<file path="src/rtl/synth_pkg.sv">
// Shared definitions for the synth datapath: sample width, voice count and mixer FSM states.
// Used by song_reader, the note players and the chord mixer.
package synth_pkg;

    localparam int SAMPLE_WIDTH = 16;
    localparam int NUM_VOICES   = 3;

    typedef enum logic [1:0] {
        IDLE    = 2'd0,
        COLLECT = 2'd1,
        SUM     = 2'd2
    } mixer_state_t;

endpackage

</file>
<file path="src/rtl/sat_shift.sv">
// Combinational arithmetic right shift of a WIDTH+2 bit signed sum followed by a clamp
// to the signed WIDTH-bit range.
module sat_shift #(
    parameter int WIDTH = 16,
    parameter int SHIFT = 1
) (
    input  logic signed [WIDTH+1:0] sum_i,
    output logic signed [WIDTH-1:0] sat_o
);

    localparam logic signed [WIDTH+1:0] MAX_V = {3'b000, {(WIDTH-1){1'b1}}};
    localparam logic signed [WIDTH+1:0] MIN_V = {3'b111, {(WIDTH-1){1'b0}}};

    logic signed [WIDTH+1:0] shifted;

    always_comb begin
        shifted = sum_i >>> SHIFT;
        if (shifted > MAX_V) begin
            sat_o = MAX_V[WIDTH-1:0];
        end else if (shifted < MIN_V) begin
            sat_o = MIN_V[WIDTH-1:0];
        end else begin
            sat_o = shifted[WIDTH-1:0];
        end
    end

endmodule

</file>
<file path="src/rtl/chord_mixer.sv">
// Collects one sample from each active voice per request, sums, scales and saturates them,
// and emits one mixed sample with a single-cycle ready pulse; a timeout bounds stalled voices.
module chord_mixer
    import synth_pkg::*;
#(
    parameter int WIDTH   = SAMPLE_WIDTH,
    parameter int SHIFT   = 1,
    parameter int TIMEOUT = 64
) (
    input  logic                    clk,
    input  logic                    reset,
    input  logic                    generate_next_sample,
    input  logic [NUM_VOICES-1:0]   voice_active,
    input  logic signed [WIDTH-1:0] sample_in1,
    input  logic signed [WIDTH-1:0] sample_in2,
    input  logic signed [WIDTH-1:0] sample_in3,
    input  logic                    sample_ready1,
    input  logic                    sample_ready2,
    input  logic                    sample_ready3,
    output logic signed [WIDTH-1:0] sample_out,
    output logic                    new_sample_ready,
    output logic [NUM_VOICES-1:0]   dropped,
    output logic                    busy
);

    localparam int            CW       = $clog2(TIMEOUT);
    localparam logic [CW-1:0] CNT_LAST = CW'(TIMEOUT - 1);

    mixer_state_t            state_q, state_d;
    logic [NUM_VOICES-1:0]   mask_q, mask_d;
    logic [NUM_VOICES-1:0]   valid_q, valid_d;
    logic [NUM_VOICES-1:0]   dropped_q, dropped_d;
    logic [CW-1:0]           cnt_q, cnt_d;
    logic signed [WIDTH-1:0] samp_q [NUM_VOICES];
    logic signed [WIDTH-1:0] samp_d [NUM_VOICES];
    logic signed [WIDTH-1:0] out_q, out_d;
    logic                    nsr_q, nsr_d;

    logic [NUM_VOICES-1:0]   incoming;
    logic signed [WIDTH-1:0] sin [NUM_VOICES];
    logic signed [WIDTH+1:0] sum;
    logic signed [WIDTH-1:0] mixed;

    assign incoming = {sample_ready3, sample_ready2, sample_ready1};
    assign sin[0]   = sample_in1;
    assign sin[1]   = sample_in2;
    assign sin[2]   = sample_in3;

    always_comb begin
        sum = '0;
        for (int n = 0; n < NUM_VOICES; n++) begin
            if (mask_q[n] && valid_q[n]) begin
                sum = sum + {{2{samp_q[n][WIDTH-1]}}, samp_q[n]};
            end
        end
    end

    sat_shift #(
        .WIDTH (WIDTH),
        .SHIFT (SHIFT)
    ) u_sat_shift (
        .sum_i (sum),
        .sat_o (mixed)
    );

    always_comb begin
        state_d   = state_q;
        mask_d    = mask_q;
        valid_d   = valid_q;
        cnt_d     = cnt_q;
        samp_d    = samp_q;
        out_d     = out_q;
        dropped_d = dropped_q;
        nsr_d     = 1'b0;

        case (state_q)
            IDLE: begin
                if (generate_next_sample) begin
                    // The accept cycle already captures strobes, so it counts as the
                    // first collection cycle of the timeout window.
                    mask_d  = voice_active;
                    valid_d = voice_active & incoming;
                    cnt_d   = CW'(1);
                    for (int n = 0; n < NUM_VOICES; n++) begin
                        if (voice_active[n] && incoming[n]) begin
                            samp_d[n] = sin[n];
                        end
                    end
                    state_d = ((voice_active & incoming) == voice_active) ? SUM : COLLECT;
                end
            end

            COLLECT: begin
                for (int n = 0; n < NUM_VOICES; n++) begin
                    if (mask_q[n] && incoming[n] && !valid_q[n]) begin
                        samp_d[n]  = sin[n];
                        valid_d[n] = 1'b1;
                    end
                end
                if ((((valid_q | incoming) & mask_q) == mask_q) || (cnt_q == CNT_LAST)) begin
                    state_d = SUM;
                end else begin
                    cnt_d = cnt_q + 1'b1;
                end
            end

            SUM: begin
                out_d     = mixed;
                dropped_d = mask_q & ~valid_q;
                nsr_d     = 1'b1;
                state_d   = IDLE;
            end

            default: state_d = IDLE;
        endcase
    end

    always_ff @(posedge clk) begin
        if (reset) begin
            state_q   <= IDLE;
            mask_q    <= '0;
            valid_q   <= '0;
            cnt_q     <= '0;
            out_q     <= '0;
            dropped_q <= '0;
            nsr_q     <= 1'b0;
            for (int n = 0; n < NUM_VOICES; n++) begin
                samp_q[n] <= '0;
            end
        end else begin
            state_q   <= state_d;
            mask_q    <= mask_d;
            valid_q   <= valid_d;
            cnt_q     <= cnt_d;
            out_q     <= out_d;
            dropped_q <= dropped_d;
            nsr_q     <= nsr_d;
            for (int n = 0; n < NUM_VOICES; n++) begin
                samp_q[n] <= samp_d[n];
            end
        end
    end

    assign sample_out       = out_q;
    assign new_sample_ready = nsr_q;
    assign dropped          = dropped_q;
    assign busy             = (state_q != IDLE);

endmodule

</file>
<file path="config.mk">
export PLATFORM = sky130hd
export DESIGN_NAME = chord_mixer
export DESIGN_NICKNAME = d
export VERILOG_FILES = /design/src/rtl/synth_pkg.sv /design/src/rtl/sat_shift.sv /design/src/rtl/chord_mixer.sv
export SDC_FILE = /design/constraint.sdc
export NUM_CORES = 1
export LEC_CHECK = 0
export CORE_MARGIN = 2
export CORE_UTILIZATION = 30
export CTS_CLUSTER_DIAMETER = 30
export CTS_CLUSTER_SIZE = 16
export DETAILED_ROUTE_END_ITERATION = 10
export GPL_ROUTABILITY_DRIVEN = 0
export RECOVER_POWER = 50
export SETUP_SLACK_MARGIN = 0.15
export SLEW_MARGIN = 15
export SYNTH_ARGS = -nofsm -noshare
export SYNTH_HDL_FRONTEND = slang
export SYNTH_SLANG_ARGS = --single-unit
</file>
<file path="constraint.sdc">
create_clock -name clk -period 14.7 [get_ports clk]
set_input_delay 1.47 -clock clk [delete_from_list [all_inputs] [get_ports clk]]
set_output_delay 1.47 -clock clk [all_outputs]
set_load 0.1 [all_outputs]
</file>
### Word-level counts from Yosys, hierarchy flattened

Index checks and enable logic that the tools add are counted.
Widths: inputs -> output; s select.

* $add $sub $neg: 3
* $lt $le $gt $ge: 2
* equal/unequal tests: 14
* muxes and demuxes: 26
* bitwise gates (word level): 5
* reduce and logical (&&, ||, !) cells: 28

Operators by type and width (count)
* $mux 16: 8
* $pmux 48 s2: 1
* $mux 18: 3
* $mux 48: 1
* $add 18x18->18: 2
* $ne 2x2->1 const B: 9
* $gt 17x16->1 const B: 1
* $lt 17x16->1 const B: 1
* $logic_and 1x1->1: 12
* $mux 6: 2
* $pmux 6 s2: 1
* $reduce_and 3->1: 4
* $reduce_and 4->1: 3
* $and 3x3->3: 3
* $add 6x1->6 const B: 1
* $eq 3x3->1: 2
* $eq 6x6->1 const B: 1
* $mux 2: 3
* $pmux 3 s2: 1
* $mux 1: 4
* $pmux 2 s2: 1
* $reduce_and 2->1: 2
* $reduce_bool 2->1: 2
* $logic_not 1->1: 3
* 7 further kinds: 7

* register bits: 82
* input bits: 57
* output and inout port bits: 21

### Longest topological paths before layout

Gate-level depths: netlist of run 1.

* word-level depth: 9
* depth in mapped cells: 24
* depth with buffers taken out: 21

### Hierarchy

A second synthesis of run 1 with hierarchy kept.

* cell total of the unflattened synthesis: 682
* area total of the unflattened synthesis: 5444.0 µm²

Modules (own cells, without submodules)
* chord_mixer: instances 1, cells each 632, area an instance 5183.7 µm², seq. area each 1641.6 µm²
* sat_shift: instances 1, cells each 50, area an instance 260.2 µm², seq. area each 0.0 µm²

### Worst setup path after synthesis of run 1

Ideal clock, no wire load.

* path kind: register to register
* from: register valid_q[0]
* to: register out_q[13], in the netlist sample_out[13]
* setup time: 0.088 ns
* data arrival time: 4.590 ns
* path slack: 10.022 ns
* cell stages (with the launch flop): 25
* path buffers: 4
* clock period less this slack: 4.678 ns
* cells stage by stage: dfxtp_1 > buf_2 > clkbuf_1 > and3_1 > ha_1 > fa_1 > a32oi_1 > a311oi_2 > a221oi_2 > o21ai_1 > nand2_1 > xnor2_1 > o21ai_0 > ha_1 > clkbuf_1 > nand2_1 > o21ba_2 > nand3_1 > and3_1 > nand2_2 > a211o_1 > a32oi_4 > o31ai_4 > buf_6 > a311oi_2

* cells in the longest elaborated chain, start to end: 9

Ends and longest elaborated chain
* start: declaration: RTL line chord_mixer.sv:31 `logic [NUM_VOICES-1:0] valid_q, valid_d;`
* start signal: assignment: RTL line chord_mixer.sv:133 `valid_q <= valid_d;`
* $logic_and 1x1->1 (*): RTL line chord_mixer.sv:52 `if (mask_q[n] && valid_q[n]) begin`
* $mux 18 (*): RTL line chord_mixer.sv:52
* $add 18x18->18: RTL line chord_mixer.sv:53 `sum = sum + {{2{samp_q[n][WIDTH-1]}}, samp_q[n]};`
* $mux 18 (*): RTL line chord_mixer.sv:52
* $add 18x18->18: RTL line chord_mixer.sv:53
* $mux 18 (*): RTL line chord_mixer.sv:52
* $lt 17x16->1: RTL line sat_shift.sv:20 `end else if (shifted < MIN_V) begin`
* $mux 16: RTL line sat_shift.sv:20
* $mux 16 (*): RTL line sat_shift.sv:18 `if (shifted > MAX_V) begin`
* end signal: assignment: RTL line chord_mixer.sv:135 `out_q <= out_d;`
* end: declaration: RTL line chord_mixer.sv:36 `logic signed [WIDTH-1:0] out_q, out_d;`

Mark *: on every way between the ends. The rest lies on a longest branch, timed or not.
A chain may end at the register's enable or synchronous reset.

### Final worst setup path of run 1

* from: register mask_q[0]
* to: register out_q[12], in the netlist sample_out[12]

* cells in the longest elaborated chain, start to end: 9

Ends and longest elaborated chain
* start: declaration: RTL line chord_mixer.sv:30 `logic [NUM_VOICES-1:0] mask_q, mask_d;`
* start signal: assignment: RTL line chord_mixer.sv:132 `mask_q <= mask_d;`
* $logic_and 1x1->1 (*): RTL line chord_mixer.sv:52
* $mux 18 (*): RTL line chord_mixer.sv:52
* $add 18x18->18: RTL line chord_mixer.sv:53
* $mux 18 (*): RTL line chord_mixer.sv:52
* $add 18x18->18: RTL line chord_mixer.sv:53
* $mux 18 (*): RTL line chord_mixer.sv:52
* $lt 17x16->1: RTL line sat_shift.sv:20
* $mux 16: RTL line sat_shift.sv:20
* $mux 16 (*): RTL line sat_shift.sv:18

Marks and branches as above.

==> out/results.txt, run 1 <==
Synth warn -> 0
Final period util -> 0.374
Max Cap Violations -> 1
Violated checks -> max-capacitance violations, max-slew violations
Postcts setup bufs -> 0
Core region area -> 17200 um2
Syn_nets -> 731
CTS sink count -> 82
Cts bufs inserted -> 9
Largest net degree at the start of global routing -> 69
Initial DRC count -> 377
Crit Path Class -> flip-flop to flip-flop
Slew margin rel. -> -1.05
Area delta synth->final -> 23.7%
Ys async rst share -> 0
Mapped cell area -> 5270 um2
Clk_skew -> 5.95 ps
Critical path startpoint category -> flip-flop
Status -> complete, but fails checks
I/O Buffers -> 77
# DRC -> 0
Yosys reg bits -> 82
Netlist cell types -> 67
Design Power -> 0.586 mW
Share of cells above drive strength 1 -> 0.0665
CTS tree -> yes
PwrDens -> 90.0 nW/um2
Adder-Cell Fraction of Synth Area -> 0.0810
Synth Area in Simple Gates -> 0.207
Final Hold Viols -> 0
CTS H-tree lvls -> 3
Post-synthesis compound-gate area fraction -> 0.213
Final core utilization -> 0.378
Global Route Usage Sum -> 0.150
Clk slew on worst S/H paths -> 60 ps
Final wirelength -> 13500 um
Clock Path Buffers -> 2
Register area share after synthesis -> 0.311
Root Buffer -> clkbuf_16
Antenna Violating Nets Remaining -> 0
Fmax -> 0.182 GHz
Vias in the first global route -> 4288
Vias -> 4645
Resized cells post-CTS -> 0
Combinational family with the most area after synthesis -> compound AO/OA/AOI/OAI gates
Class of the worst hold path -> flip-flop to flip-flop
Initial Util -> 0.306
First-pass GRT wire length -> 22000 um
Leak -> 2.84 nW
Min Tclk post-route -> 5500 ps
Critical Path RT -> 14880 ps
Peak supply drop -> 0.0591 mV
WL/cell -> 14.4 um
Clk_lat worst skew -> 350 ps
Worst slew pin tran -> 3080 ps
EDFF count, synth -> 0
Fin Hold WS -> 482 ps
Crit path DAT -> 5670 ps
Die X -> 137 um
DR vias/cell -> 4.98
DP Area -> 6190 um2
Syn Inst Count -> 642
Die area -> 18600 um2
Die height -> 137 um
Worst Setup End Kind -> flip-flop
Hold-fix buffers, CTS -> 0
Final net count -> 791
Slew Viols, Final -> 69
RSZ-0062 raised after global routing -> no
I/O pins -> 78
Post-detail-place hpwl -> 10500 um
1st-pass router iterations -> 4
Overflow after GRT -> 0
Setup violations, final -> 0
Crit-path max FO -> 21
Fin Setup TNS -> 0 ps
Synth Flop Type -> dfxtp_1
Num rows -> 48
N_diodes -> 0
Portion of netlist area occupied by mux cells -> 0.0952
Fin area -> 6520 um2
Initial antenna violation count -> 0
Xor/xnor cell area share of the yosys netlist -> 0.0532
Avg Inst Size Synth -> 8.21 um2
stage by stage:
step / worst slack [ps] / std cells
floorplan: 10020 / 642
global placement: 9260 / 916
detailed placement: 9230 / 916
CTS: 9200 / 932
global route: 8660 / 932
finish: 9200 / 932
layer usage:
layer / wire length, um / up-vias / track usage
met5: 0 / - / 0
met4: 204 / 0 / 0.0480
met3: 649 / 10 / 0.0337
met2: 5930 / 97 / 0.232
met1: 6670 / 2126 / 0.208
li1: - / 2412 / -
cell usage in the layout, fill, tap and decap left out, types with 19 or more instances in the layout:
cell type,n
xnor2_1,21
inv_1,19
clkdlybuf4s50_1,54
o21ai_0,42
and3_1,19
mux2i_1,49
ha_1,30
dfxtp_1,82
nand2_1,66
a21oi_1,37
dlygate4sd3_1,22
nor2_1,101
worst max-delay path, cell delays in order (launching register included):
cell      delay (ps)
dfxtp_1          650
and2_1           220
nand2_1           70
inv_1            100
ha_1             240
a21oi_1          270
a21boi_0         190
o211a_1          270
o31ai_1          340
xor2_1           160
o21ai_0          200
ha_1             540
nand2_1          110
o21ba_2          240
nand3_1           70
and3_1           190
nand2_2           70
a41oi_1          310
a32oi_4          120
a21oi_2          760
a311oi_2         190
cells by family after synthesis:
| kind of cell | count (synthesis) |
|---|---|
| buf+inv | 48 |
| mux | 50 |
| fa+ha+maj | 33 |
| compound gates | 153 |
| xor+xnor | 32 |
| simple gates | 244 |
| flops | 82 |
area by class of cell:
| class | instances | area, um2 |
|---|---|---|
| clock buffers | 11 | 243 |
| clock inverters | 5 | 86.3 |
| fillers | 1818 | 10700 |
| inverters | 19 | 71.3 |
| multi-input cells | 512 | 3420 |
| flip-flops and latches | 82 | 1640 |
| well taps | 225 | 282 |
| repair buffers | 78 | 769 |
synthesized netlist by cell type (3+ instances only):
cell,number,share of area
nor2_1,102,0.073
xnor2_1,21,0.035
o211ai_1,3,0.0043
a211oi_2,8,0.019
dfxtp_1,82,0.31
nand2_1,66,0.047
a31oi_1,6,0.0071
and3_1,19,0.023
a21oi_1,37,0.035
clkbuf_1,21,0.015
mux2i_1,49,0.093
nor2b_1,7,0.0083
a32oi_1,3,0.0050
a311oi_1,4,0.0066
buf_2,3,0.0028
a311oi_2,4,0.011
xor2_1,11,0.018
nand3_1,11,0.010
nand4_1,5,0.0059
o21bai_1,3,0.0043
inv_1,19,0.014
nand3b_1,3,0.0043
o21ai_0,42,0.040
buf_6,3,0.0064
nor3_1,11,0.010
ha_1,30,0.071
nand2b_1,9,0.011
a21o_1,5,0.0071
a211oi_1,6,0.0085
path summary, 6_finish.rpt:
path,from,to,slack (ps),depth (start not counted)
min,dropped[0],dropped[0],480,2
min reg2reg,dropped[0],dropped[0],480,2
max,mask_q[0],sample_out[12],9200,20
max reg2reg,mask_q[0],sample_out[12],9200,20
power breakdown:
group	internal [mW]	total, mW	switching (mW)
registers	0.233	0.242	0.00905
clock network	0.155	0.247	0.0922
logic	0.0363	0.0978	0.0616
total	0.424	0.586	0.163
registers in the layout (all words and copies together) (netlist names):
| register | flops |
|---|---|
| cnt_q | 6 |
| dropped | 3 |
| mask_q | 3 |
| new_sample_ready | 1 |
| samp_q | 48 |
| sample_out | 16 |
| state_q | 2 |
| valid_q | 3 |
(Power assumes the default switching activity.)
==> run 2, diff against run 1 <==
clock period = 4.84 ns   (was 14.7 ns; I/O delays follow)
==> out/results.txt, run 2 (synthesis gave the netlist of run 1 again) <==
Worst path buffer plus inverter count -> 2 (+1)
CP peak stage delay -> 380 ps (-380 ps)
Overflow after GRT -> 0 (unchanged)
Slew margin rel. -> 0.234 (+1.29)
Initial Util -> 0.306 (unchanged)
Initial antenna violation count -> 0 (unchanged)
PwrDens -> 246 nW/um2 (+170%)
I/O pins -> 78 (unchanged)
Critical Path RT -> 5100 ps (-9780 ps)
Logic gate share of total power -> 0.188 (+0.021)
DR vias/cell -> 4.96 (-0.56%)
Setup violations, final -> 0 (unchanged)
Clk_lat worst skew -> 350 ps (about the same)
Final Hold Viols -> 0 (unchanged)
Vias -> 4827 (+3.9%)
Core region area -> 17200 um2 (unchanged)
Switching power share of the total -> 0.288 (+0.0100)
Setup slack after layout -> 251 ps (-8950 ps)
First-pass GRT wire length -> 23400 um (+6.4%)
Class of the worst hold path -> flip-flop to flip-flop
Antenna Violating Nets Remaining -> 0 (unchanged)
Clk_skew -> 6.25 ps (+0.301 ps)
Final wirelength -> 14900 um (+11%)
Most common cell after layout, fill and taps aside -> nor2_1
Non-Filler Instances -> 974 (+4.5%)
Final period util -> 0.948 (+0.574)
Num rows -> 48 (unchanged)
CTS tree -> yes
Die height -> 137 um (unchanged)
Vias in the first global route -> 4581 (+6.8%)
Pre-CTS setup slack -> -23.6 ps (-9250 ps)
Peak supply drop -> 0.167 mV (+180%)
Max Cap Violations -> 0 (-1)
Share of cells above drive strength 1 -> 0.167 (+0.100)
WL/cell -> 15.3 um (+6.1%)
Clock Path Buffers -> 2 (unchanged)
Crit path max-delay family -> compound AO/OA/AOI/OAI gates
FILL cells -> 1742 (-4.2%)
Reg power frac -> 0.420 (+0.008)
Slowest CP cell -> fa_2
Min Tclk post-route -> 4590 ps (-908 ps)
Die area -> 18600 um2 (unchanged)
Dpl cells -> 947 (+3.4%)
CTS H-tree lvls -> 3 (unchanged)
Crit-path cells -> and3_4, ha_4, fa_2, a32oi_2, a311oi_2, buf_4, a221oi_4, o21ai_2, a41oi_2, xor2_1, o21ai_2, ha_1, a21o_1, a211oi_2, o211ai_2, nand2_4, a41oi_2, a32oi_4, o31ai_4, buf_12, a311oi_2
RSZ-0062 raised after global routing -> yes
Cts bufs inserted -> 9 (unchanged)
Post-detail-place hpwl -> 11100 um (+5.9%)
Die X -> 137 um (unchanged)
N_diodes -> 0 (unchanged)
Slew Viols, Final -> 0 (-100%)
# DRC -> 0 (unchanged)
CTS sink count -> 82 (unchanged)
Fmax -> 0.218 GHz (+20%)
Pint -> 1.24 mW (+190%)
1st-pass router iterations -> 6 (+2)
Worst slew pin tran -> 1140 ps (-1940 ps)
Global Route Usage Sum -> 0.161 (+0.0106)
Status -> completed
Worst Setup End Kind -> flip-flop
Switching power -> 0.503 mW (+210%)
Most flop-heavy register -> samp_q
Crit Path Class -> flip-flop to flip-flop
Final net count -> 834 (+5.4%)
Root Buffer -> clkbuf_16
Leak -> 3.09 nW (+8.9%)
Clk slew on worst S/H paths -> 60 ps (about the same)
Initial DRC count -> 285 (-24%)
Clk pwr share -> 0.392 (-0.029)
Crit-path max FO -> 8 (-62%)
Hold-fix buffers, CTS -> 0 (unchanged)
Max reg flops -> 48 (unchanged)
Most frequent cells in the layout -> nor2_1 (100), dfxtp_1 (80), nand2_1 (66), clkdlybuf4s50_1 (54), mux2i_1 (49)
Critical path startpoint category -> flip-flop
I/O Buffers -> 77 (unchanged)
Largest net degree at the start of global routing -> 69 (unchanged)
Area delta synth->final -> 34.8%
Crit path DAT -> 4840 ps (-830 ps)
==> run 2: cell types whose count changed in the layout (fill, tap and decap cells not counted), moves of 5 or more <==
cell / previous run / this run
ha_1: 30 / 24
a21oi_1: 37 / 32
o21ai_2: 1 / 7
o21ai_0: 42 / 33
buf_4: 0 / 39
ha_4: 0 / 5
==> run 2: path summary, 6_finish.rpt <==
check                                start       endpoint  slack, ps  depth (start not counted)
worst min-delay path            dropped[0]     dropped[0]        480                          2
worst max register to register  valid_q[0]  sample_out[2]        250                         21
worst max-delay path            valid_q[0]  sample_out[2]        250                         21
worst min register to register  dropped[0]     dropped[0]        480                          2
==> run 2: area by class of cell <==
type	count	area, um2	share of cell area
clock buffer	10	239	0.0337
clock inverter	5	55.1	0.00775
inverter	19	71.3	0.0100
multi-input combinational	512	3660	0.515
sequential	82	1650	0.232
tap	225	282	0.0396
timing repair buffer	121	1150	0.162
==> run 2: worst reg2reg max path: stages (launching register included) <==
cell and delay [ps]:
dfxtp_4 370, and3_4 190, ha_4 170, fa_2 380, a32oi_2 220, a311oi_2 60
buf_4 170, a221oi_4 270, o21ai_2 130, a41oi_2 180, xor2_1 190, o21ai_2 80
ha_1 300, a21o_1 200, a211oi_2 250, o211ai_2 160, nand2_4 100, a41oi_2 150
a32oi_4 350, o31ai_4 150, buf_12 180, a311oi_2 240
==> run 2: power by group through the flow <==
stage                     Clock [mW]  Combinational (mW)  Sequential (mW)
final                          0.685               0.329            0.733
after global routing           0.726               0.354            0.738
after CTS                      0.701               0.324            0.733
after detailed placement           0               0.322            0.748
after global placement             0               0.319            0.747
after floorplan                    0               0.133            0.818
==> run 2: timing repair <==
action,4_1_cts,5_1_grt
resized for setup,12,41
gates cloned,0,2
setup endpoints to repair,14,16
setup buffers,2,8
pin swaps,6,13
==> run 2: through the flow <==
| stage | hold WS [ps] | util | cell area (um2) | TNS, ps | power [mW] |
|---|---|---|---|---|---|
| after floorplan | 455 | - | 5270 | 0 | 0.952 |
| after global placement | 471 | 0.374 | 6450 | 0 | 1.07 |
| after detailed placement | 477 | 0.374 | 6450 | -23.6 | 1.07 |
| after CTS | 491 | 0.394 | 6800 | 0 | 1.76 |
| after global routing | 531 | 0.412 | 7100 | 0 | 1.82 |
| final | 480 | 0.412 | 7100 | 0 | 1.75 |
==> run 2: layer usage <==
| layer | vias up | track usage | share of wire |
|---|---|---|---|
| met1 | 2240 | 0.217 | 0.49 |
| met5 | - | 0 | 0 |
| met2 | 85 | 0.259 | 0.47 |
| met4 | 0 | 0.0515 | 0.016 |
| met3 | 15 | 0.0304 | 0.032 |
| li1 | 2487 | - | - |
